## config.mk

```make
export PLATFORM = sky130hd
export DESIGN_NAME = baggage_drop_ctrl
export DESIGN_NICKNAME = d
export VERILOG_FILES = /design/src/rtl/baggage_drop_ctrl.sv
export SDC_FILE = /design/constraint.sdc
export NUM_CORES = 1
export LEC_CHECK = 0
export CELL_PAD_IN_SITES_DETAIL_PLACEMENT = 1
export CELL_PAD_IN_SITES_GLOBAL_PLACEMENT = 1
export CORE_AREA = 10 10 110 63
export DETAILED_ROUTE_END_ITERATION = 8
export DIE_AREA = 0 0 120 73
export PLACE_DENSITY_LB_ADDON = 0.1
export RECOVER_POWER = 50
export SLEW_MARGIN = 10
export SYNTH_ARGS = -nofsm -noshare
export SYNTH_HDL_FRONTEND = slang
export SYNTH_SLANG_ARGS = --single-unit
```

## constraint.sdc

```tcl
create_clock -name clk -period 4.5 [get_ports clk]
set_input_delay 1.125 -clock clk [delete_from_list [all_inputs] [get_ports clk]]
set_output_delay 1.125 -clock clk [all_outputs]
set_load 0.05 [all_outputs]
```

## src/rtl/baggage_drop_ctrl.sv

```systemverilog
// ---------------------------------------------------------------------------
// baggage_drop_ctrl
//
// Purpose:
//   Clocked baggage-drop controller. Compares the measured temperature against
//   a limit, runs a timed drop sequence (fixed-length actuator pulse followed
//   by a completion message), enforces a re-arm interlock so that a held
//   drop request cannot fire twice, and drives four seven-segment digits.
//
// Optional feature (compile-time macro):
//   BAGGAGE_HOT_LOCKOUT_EN - counts drop attempts made while too hot. After
//   LOCK_TRIES such attempts the controller locks up (shows LOC) until reset.
//
// Parameters:
//   T_WIDTH     - width of t_act / t_lim
//   DROP_CYCLES - cycles drop_activated is held high per drop (>= 1)
//   DONE_CYCLES - cycles the dOnE message is shown after a drop (>= 1)
//   LOCK_TRIES  - hot attempts before lockout (>= 1, lockout build only)
//
// Ports:
//   clk            in   clock
//   rst            in   synchronous active-high reset
//   t_act          in   measured temperature, unsigned
//   t_lim          in   temperature limit, unsigned
//   drop_en        in   drop request, level sensitive
//   seven_seg1..4  out  digits left to right, bit order {g,f,e,d,c,b,a},
//                       1 = segment lit
//   drop_activated out  actuator pulse
//   busy           out  high while dropping or showing dOnE
//
// All outputs are registered and reflect the state entered at the most
// recent clock edge.
// ---------------------------------------------------------------------------
module baggage_drop_ctrl #(
  parameter int unsigned T_WIDTH     = 16,
  parameter int unsigned DROP_CYCLES = 8,
  parameter int unsigned DONE_CYCLES = 4,
  parameter int unsigned LOCK_TRIES  = 3
) (
  input  logic               clk,
  input  logic               rst,
  input  logic [T_WIDTH-1:0] t_act,
  input  logic [T_WIDTH-1:0] t_lim,
  input  logic               drop_en,
  output logic [6:0]         seven_seg1,
  output logic [6:0]         seven_seg2,
  output logic [6:0]         seven_seg3,
  output logic [6:0]         seven_seg4,
  output logic               drop_activated,
  output logic               busy
);

  // -------------------------------------------------------------------------
  // Counter sizing: wide enough to hold the larger of the two load values
  // plus one, so the loaded value never wraps.
  // -------------------------------------------------------------------------
  localparam int unsigned MAX_CYC = (DROP_CYCLES > DONE_CYCLES) ? DROP_CYCLES : DONE_CYCLES;
  localparam int unsigned CNT_W   = $clog2(MAX_CYC + 1);

  localparam logic [CNT_W-1:0] DROP_LOAD = CNT_W'(DROP_CYCLES - 1);
  localparam logic [CNT_W-1:0] DONE_LOAD = CNT_W'(DONE_CYCLES - 1);
  localparam logic [CNT_W-1:0] CNT_ONE   = CNT_W'(1);

  // -------------------------------------------------------------------------
  // States
  // -------------------------------------------------------------------------
  localparam logic [1:0] ST_IDLE = 2'd0;
  localparam logic [1:0] ST_DROP = 2'd1;
  localparam logic [1:0] ST_DONE = 2'd2;
`ifdef BAGGAGE_HOT_LOCKOUT_EN
  localparam logic [1:0] ST_LOCK = 2'd3;
`endif

  // -------------------------------------------------------------------------
  // Glyphs, bit order {g,f,e,d,c,b,a}
  // -------------------------------------------------------------------------
  localparam logic [6:0] G_BLANK = 7'b0000000;
  localparam logic [6:0] G_H     = 7'b1110110;
  localparam logic [6:0] G_O     = 7'b1011100;
  localparam logic [6:0] G_T     = 7'b1111000;
  localparam logic [6:0] G_C     = 7'b0111001;
  localparam logic [6:0] G_L     = 7'b0111000;
  localparam logic [6:0] G_D     = 7'b1011110;
  localparam logic [6:0] G_R     = 7'b1010000;
  localparam logic [6:0] G_P     = 7'b1110011;
  localparam logic [6:0] G_N     = 7'b1010100;
  localparam logic [6:0] G_E     = 7'b1111001;
  localparam logic [6:0] G_DASH  = 7'b1000000;

  // Messages packed as {digit1, digit2, digit3, digit4}
  localparam logic [27:0] MSG_HOT  = {G_BLANK, G_H, G_O, G_T};
  localparam logic [27:0] MSG_COLD = {G_C, G_O, G_L, G_D};
  localparam logic [27:0] MSG_DROP = {G_D, G_R, G_O, G_P};
  localparam logic [27:0] MSG_DONE = {G_D, G_O, G_N, G_E};
  localparam logic [27:0] MSG_WAIT = {G_DASH, G_DASH, G_DASH, G_DASH};
  localparam logic [27:0] MSG_OFF  = {G_BLANK, G_BLANK, G_BLANK, G_BLANK};
`ifdef BAGGAGE_HOT_LOCKOUT_EN
  localparam logic [27:0] MSG_LOC  = {G_L, G_O, G_C, G_BLANK};
`endif

  // -------------------------------------------------------------------------
  // State registers
  // -------------------------------------------------------------------------
  logic [1:0]       r_state;
  logic [CNT_W-1:0] r_cnt;
  logic             r_armed;
  logic [27:0]      r_msg;
  logic             r_drop_act;
  logic             r_busy;

  logic [1:0]       w_state_d;
  logic [CNT_W-1:0] w_cnt_d;
  logic             w_armed_d;
  logic [27:0]      w_msg_d;
  logic             w_ok;
  logic             w_cnt_zero;
  logic             w_drop_start;

`ifdef BAGGAGE_HOT_LOCKOUT_EN
  localparam int unsigned    TRY_W     = $clog2(LOCK_TRIES + 1);
  localparam logic [TRY_W-1:0] TRY_LIMIT = TRY_W'(LOCK_TRIES);
  localparam logic [TRY_W-1:0] TRY_ONE   = TRY_W'(1);

  logic [TRY_W-1:0] r_tries;
  logic [TRY_W-1:0] w_tries_d;
  logic             r_drop_en_prev;
  logic             w_hot_attempt;
`else
  // LOCK_TRIES only matters for the lockout build.
  logic w_unused_lock_tries;
  assign w_unused_lock_tries = ^LOCK_TRIES;
`endif

  // -------------------------------------------------------------------------
  // Next-state logic
  // -------------------------------------------------------------------------
  always_comb begin
    w_ok         = (t_act <= t_lim);
    w_cnt_zero   = (r_cnt == '0);
    w_state_d    = r_state;
    w_cnt_d      = r_cnt;
    w_drop_start = 1'b0;

    case (r_state)
      ST_IDLE: begin
        if (drop_en && w_ok && r_armed) begin
          w_state_d    = ST_DROP;
          w_cnt_d      = DROP_LOAD;
          w_drop_start = 1'b1;
        end
      end
      ST_DROP: begin
        if (w_cnt_zero) begin
          w_state_d = ST_DONE;
          w_cnt_d   = DONE_LOAD;
        end else begin
          w_cnt_d = r_cnt - CNT_ONE;
        end
      end
      ST_DONE: begin
        if (w_cnt_zero) begin
          w_state_d = ST_IDLE;
        end else begin
          w_cnt_d = r_cnt - CNT_ONE;
        end
      end
`ifdef BAGGAGE_HOT_LOCKOUT_EN
      ST_LOCK: begin
        w_state_d = ST_LOCK;
      end
`endif
      default: begin
        w_state_d = ST_IDLE;
        w_cnt_d   = '0;
      end
    endcase

`ifdef BAGGAGE_HOT_LOCKOUT_EN
    // A hot attempt is a fresh press of drop_en while idle and too hot.
    w_hot_attempt = (r_state == ST_IDLE) && drop_en && !r_drop_en_prev && !w_ok;
    w_tries_d     = r_tries;
    if (w_drop_start) begin
      w_tries_d = '0;
    end else if (w_hot_attempt) begin
      if (r_tries != TRY_LIMIT) begin
        w_tries_d = r_tries + TRY_ONE;
      end
      if (w_tries_d >= TRY_LIMIT) begin
        w_state_d = ST_LOCK;
      end
    end
`endif

    // Seeing drop_en low re-arms; starting a drop disarms until the next low.
    if (!drop_en) begin
      w_armed_d = 1'b1;
    end else if (w_drop_start) begin
      w_armed_d = 1'b0;
    end else begin
      w_armed_d = r_armed;
    end
  end

  // -------------------------------------------------------------------------
  // Output decode, computed from the state being entered so that the
  // registered outputs line up with the state register.
  // -------------------------------------------------------------------------
  always_comb begin
    w_msg_d = MSG_OFF;
    case (w_state_d)
      ST_IDLE: begin
        if (!w_ok) begin
          w_msg_d = MSG_HOT;
        end else if (!drop_en) begin
          w_msg_d = MSG_COLD;
        end else begin
          w_msg_d = MSG_WAIT;
        end
      end
      ST_DROP: w_msg_d = MSG_DROP;
      ST_DONE: w_msg_d = MSG_DONE;
`ifdef BAGGAGE_HOT_LOCKOUT_EN
      ST_LOCK: w_msg_d = MSG_LOC;
`endif
      default: w_msg_d = MSG_OFF;
    endcase
  end

  // -------------------------------------------------------------------------
  // Registers
  // -------------------------------------------------------------------------
  always_ff @(posedge clk) begin
    if (rst) begin
      r_state    <= ST_IDLE;
      r_cnt      <= '0;
      r_armed    <= 1'b0;
      r_msg      <= MSG_OFF;
      r_drop_act <= 1'b0;
      r_busy     <= 1'b0;
    end else begin
      r_state    <= w_state_d;
      r_cnt      <= w_cnt_d;
      r_armed    <= w_armed_d;
      r_msg      <= w_msg_d;
      r_drop_act <= (w_state_d == ST_DROP);
      r_busy     <= (w_state_d == ST_DROP) || (w_state_d == ST_DONE);
    end
  end

`ifdef BAGGAGE_HOT_LOCKOUT_EN
  // Previous drop_en resets high so a request held through reset is not
  // mistaken for a fresh press.
  always_ff @(posedge clk) begin
    if (rst) begin
      r_tries        <= '0;
      r_drop_en_prev <= 1'b1;
    end else begin
      r_tries        <= w_tries_d;
      r_drop_en_prev <= drop_en;
    end
  end
`endif

  assign seven_seg1     = r_msg[27:21];
  assign seven_seg2     = r_msg[20:14];
  assign seven_seg3     = r_msg[13:7];
  assign seven_seg4     = r_msg[6:0];
  assign drop_activated = r_drop_act;
  assign busy           = r_busy;

endmodule
```

==> metrics <==
Die Ht=73 um; total of fill cells in the finished design=about 620; Worst R2R Setup Slack=1.82 ns; vias in the first global route=1441; Synth area leaders=sky130_fd_sc_hd__dfxtp_1 30%, sky130_fd_sc_hd__ha_1 18%, sky130_fd_sc_hd__buf_4 8.5%; Max Fclk=0.2549 GHz; setup repair after global routing missed its margin=false; CP Class=primary input to flip-flop; count of input and output buffers=61; number of antenna cells inserted=0; core outline area=5159 um^2; Worst Tran Pin Value=0.7128 ns; instance area at placement=1976 um^2; total via count after detailed routing=~1300; Remaining DRCs=0; initial cell density of the core=a little over a quarter; Final min period=3.923 ns; Finish-stage setup viols=0; run status=finished, final reports clean; post-detailed-route count of antenna-violating nets=0; Slew headroom=around 52%; total of hold buffers inserted after clock tree synthesis=0; Final GP Congestion=0.7270; total wirelength of the detailed-routed design=4.314 mm; Clock Pin Slew Worst Setup and Hold Paths=0.08 ns; Static Leak=0.9431 nW; beginning of the worst hold path=r_armed; largest clock skew in the final design=0.002634 ns; first-pass GRT wire length=7.341 mm; Max Root-Sink Buffers=2; TritonCTS clock tree=yes; ratio of total power to cell area=292.9 nW/um^2; number of storage elements in the synthesis netlist=21; count of maximum capacitance violations=0; YS warnings=0; root buffer cell=sky130_fd_sc_hd__clkbuf_8; post-synthesis average cell area=~8.3 um^2; sequential-to-total area share from yosys stat=29.92%; share of Yosys cell area claimed by the top area cell type=29.92%; fraction of final layout cells with drive strength greater than 1=~5.6%; critical path capture point type=flip-flop; count of instances resized after the clock tree is built=0; all-layer global routing usage=10.28%; detail-routed via count per cell=4.457; Min-Delay Path Depth=2; Crit Path Max Fanout=6; total number of H-tree levels=1; overall die area=8760 um^2; endpoint of the worst register-to-register path=r_msg[25]; reg-to-reg startpoint=r_cnt[0]; Setup Total Neg Slack=0 ns; antenna violations before repair=0; post-route cell area=2022 um^2; routed wire length per instance=14.93 um; post-synthesis cell type count=40; hold violation total from the final report=0; area growth from synthesis to final layout=43.90%; Detailed Routing Iterations Pass 1=4; Num CTS Buffers=3; Final #Nets=~270; Critical Path RT=4.69 ns; Setup crit start kind=primary input; final worst-path cycle share=87.18%; most area-hungry cell type in the Yosys netlist=sky130_fd_sc_hd__dfxtp_1; number of max-slew violations in the final report=0; area of the mapped netlist=1405 um^2; insertion delay of the later-clocked pin in the worst-skew pair=0.27 ns; total half-perimeter wirelength after legalization and detailed placement=roughly 3.7 mm; cells traversed along the worst timing path=clkdlybuf4s50_1 > inv_1 > ha_1 > nand4_1 > nor4_1 > a21boi_1 > o31a_1 > a211o_4 > ha_1 > or3b_1 > a21boi_1; Site Rows=19; endpoint of the worst hold-timing path=r_armed; R2R depth=9; width of the die=120 um; global-route congestion overflow total=0; count of buffers added by post-CTS timing repair for setup=0; total clock sinks=21; path category of the worst min-delay check=flip-flop to flip-flop; Critical Path Slowest Stage Cell=sky130_fd_sc_hd__or3b_1; critical path arrival=4.12 ns; max incr delay on CP=0.48 ns; starting DRC count in detailed routing=25; pin count of the biggest net entering global routing=19; worst vdd ir=between 0.1 and 0.15 mV; cells after synthesis=169; Critical Path Source=t_lim[14]; number of primary I/O pins=65
==> report_power, final <==
group	internal (mW)	switching (mW)	leakage, nW
Clock	0.0618	0.0653	0.0255
Sequential	0.202	0.00939	0.173
Combinational	0.0940	0.159	0.744
==> sequential cells by signal, summed over array words and instances (netlist names) <==
| signal | flops |
|---|---|
| drop_activated | 1 |
| r_armed | 1 |
| r_cnt | 4 |
| r_msg | 13 |
| r_state | 2 |
==> cell families after synthesis <==
| kind of cell | share of synthesized area [%] |
|---|---|
| compound gates | 20.39 |
| mux | 0.7124 |
| simple gates | 12.82 |
| flops | 29.92 |
| xor+xnor | 1.247 |
| other cells | 0.2669 |
| fa+ha+maj | 17.81 |
| buf+inv | 16.83 |
==> area by class of cell <==
| cell class | count | area, um^2 | area share, % |
|---|---|---|---|
| Clock inverter | 1 | 5.005 | 0.2475 |
| Multi-Input combinational cell | 105 | 755.7 | 37.38 |
| Inverter | 24 | 90.09 | 4.455 |
| Sequential cell | 21 | 420.4 | 20.79 |
| Tap cell | 73 | 91.34 | 4.517 |
| Timing Repair Buffer | 62 | 618.1 | 30.57 |
| Clock buffer | 3 | 41.29 | 2.042 |
==> through the flow <==
stage                     total power [mW]  worst slack (ns)  instances  hold WS, ns  util [%]
after floorplan                     0.3961             1.011        171       0.4589         -
after global placement              0.4737            0.2332        285       0.4672     38.30
final                               0.5923            0.5769        289       0.4953     39.19
after CTS                           0.6099            0.5279        289       0.4923     39.19
after global routing                0.6329            0.3380        289       0.5297     39.19
after detailed placement            0.4804            0.2466        285       0.4767     38.30
==> worst max-delay path, delay by kind of cell <==
kind	cells	cell delay, ns
AOI/OAI and AO/OA	4	0.80
and+or+nand+nor	3	1.12
buffers and inverters	2	0.50
adders and majority gates	2	0.57
==> synth_stat cells, drive strengths merged <==
library cell   n
inv           24
dfxtp         21
ha            20
buf           19
a21oi         14
nor2          11
nand2          8
o21ai          8
a21boi         4
nand3          4
a211oi         3
a21o           3
nor3           3
a221o          2
clkbuf         2
nand4          2
nor2b          2
xnor2          2
a211o          1
a311oi         1
a31oi          1
and2           1
and3           1
and4           1
conb           1
mux2i          1
nand2b         1
nor4           1
o211a          1
o211ai         1
o21a           1
o31a           1
o31ai          1
or2            1
or3b           1
==> metal layers <==
| layer | up-vias | part of all wire (%) | global-route usage [%] |
|---|---|---|---|
| met2 | 42 | 44 | 16.50 |
| met1 | 593 | 49 | 13.26 |
| met5 | - | 0 | 0 |
| met4 | 0 | 0.42 | 1.197 |
| li1 | 648 | - | - |
| met3 | 5 | 6.7 | 3.784 |
==> layout by cell type (no fill, tap or decap), types with 2 or more instances in the layout <==
| cell | n |
|---|---|
| sky130_fd_sc_hd__clkdlybuf4s50_1 | 37 |
| sky130_fd_sc_hd__dlygate4sd3_1 | 24 |
| sky130_fd_sc_hd__inv_1 | 21 |
| sky130_fd_sc_hd__dfxtp_1 | 21 |
| sky130_fd_sc_hd__ha_1 | 20 |
| sky130_fd_sc_hd__a21oi_1 | 12 |
| sky130_fd_sc_hd__nor2_1 | 11 |
| sky130_fd_sc_hd__nand2_1 | 8 |
| sky130_fd_sc_hd__o21ai_1 | 5 |
| sky130_fd_sc_hd__nand3_1 | 4 |
| sky130_fd_sc_hd__a21boi_1 | 4 |
| sky130_fd_sc_hd__inv_2 | 3 |
| sky130_fd_sc_hd__o21ai_0 | 3 |
| sky130_fd_sc_hd__a21o_1 | 3 |
| sky130_fd_sc_hd__nor3_1 | 3 |
| sky130_fd_sc_hd__a211oi_1 | 3 |
| sky130_fd_sc_hd__conb_1 | 3 |
| sky130_fd_sc_hd__clkbuf_8 | 3 |
| sky130_fd_sc_hd__nand4_1 | 2 |
| sky130_fd_sc_hd__a221o_1 | 2 |
| sky130_fd_sc_hd__nor2b_1 | 2 |
| sky130_fd_sc_hd__a21oi_2 | 2 |
| sky130_fd_sc_hd__xnor2_1 | 2 |
==> worst max path at each step <==
| stage | end | slack (ns) | cells past startpoint |
|---|---|---|---|
| final | r_msg[25] | 0.58 | 11 |
| after global routing | r_msg[25] | 0.34 | 11 |
| after CTS | r_msg[25] | 0.53 | 11 |
| after detailed placement | r_msg[25] | 0.25 | 11 |
| after global placement | r_msg[25] | 0.23 | 11 |
| after floorplan | r_msg[27] | 1.01 | 12 |
(Power assumes the default switching activity.)
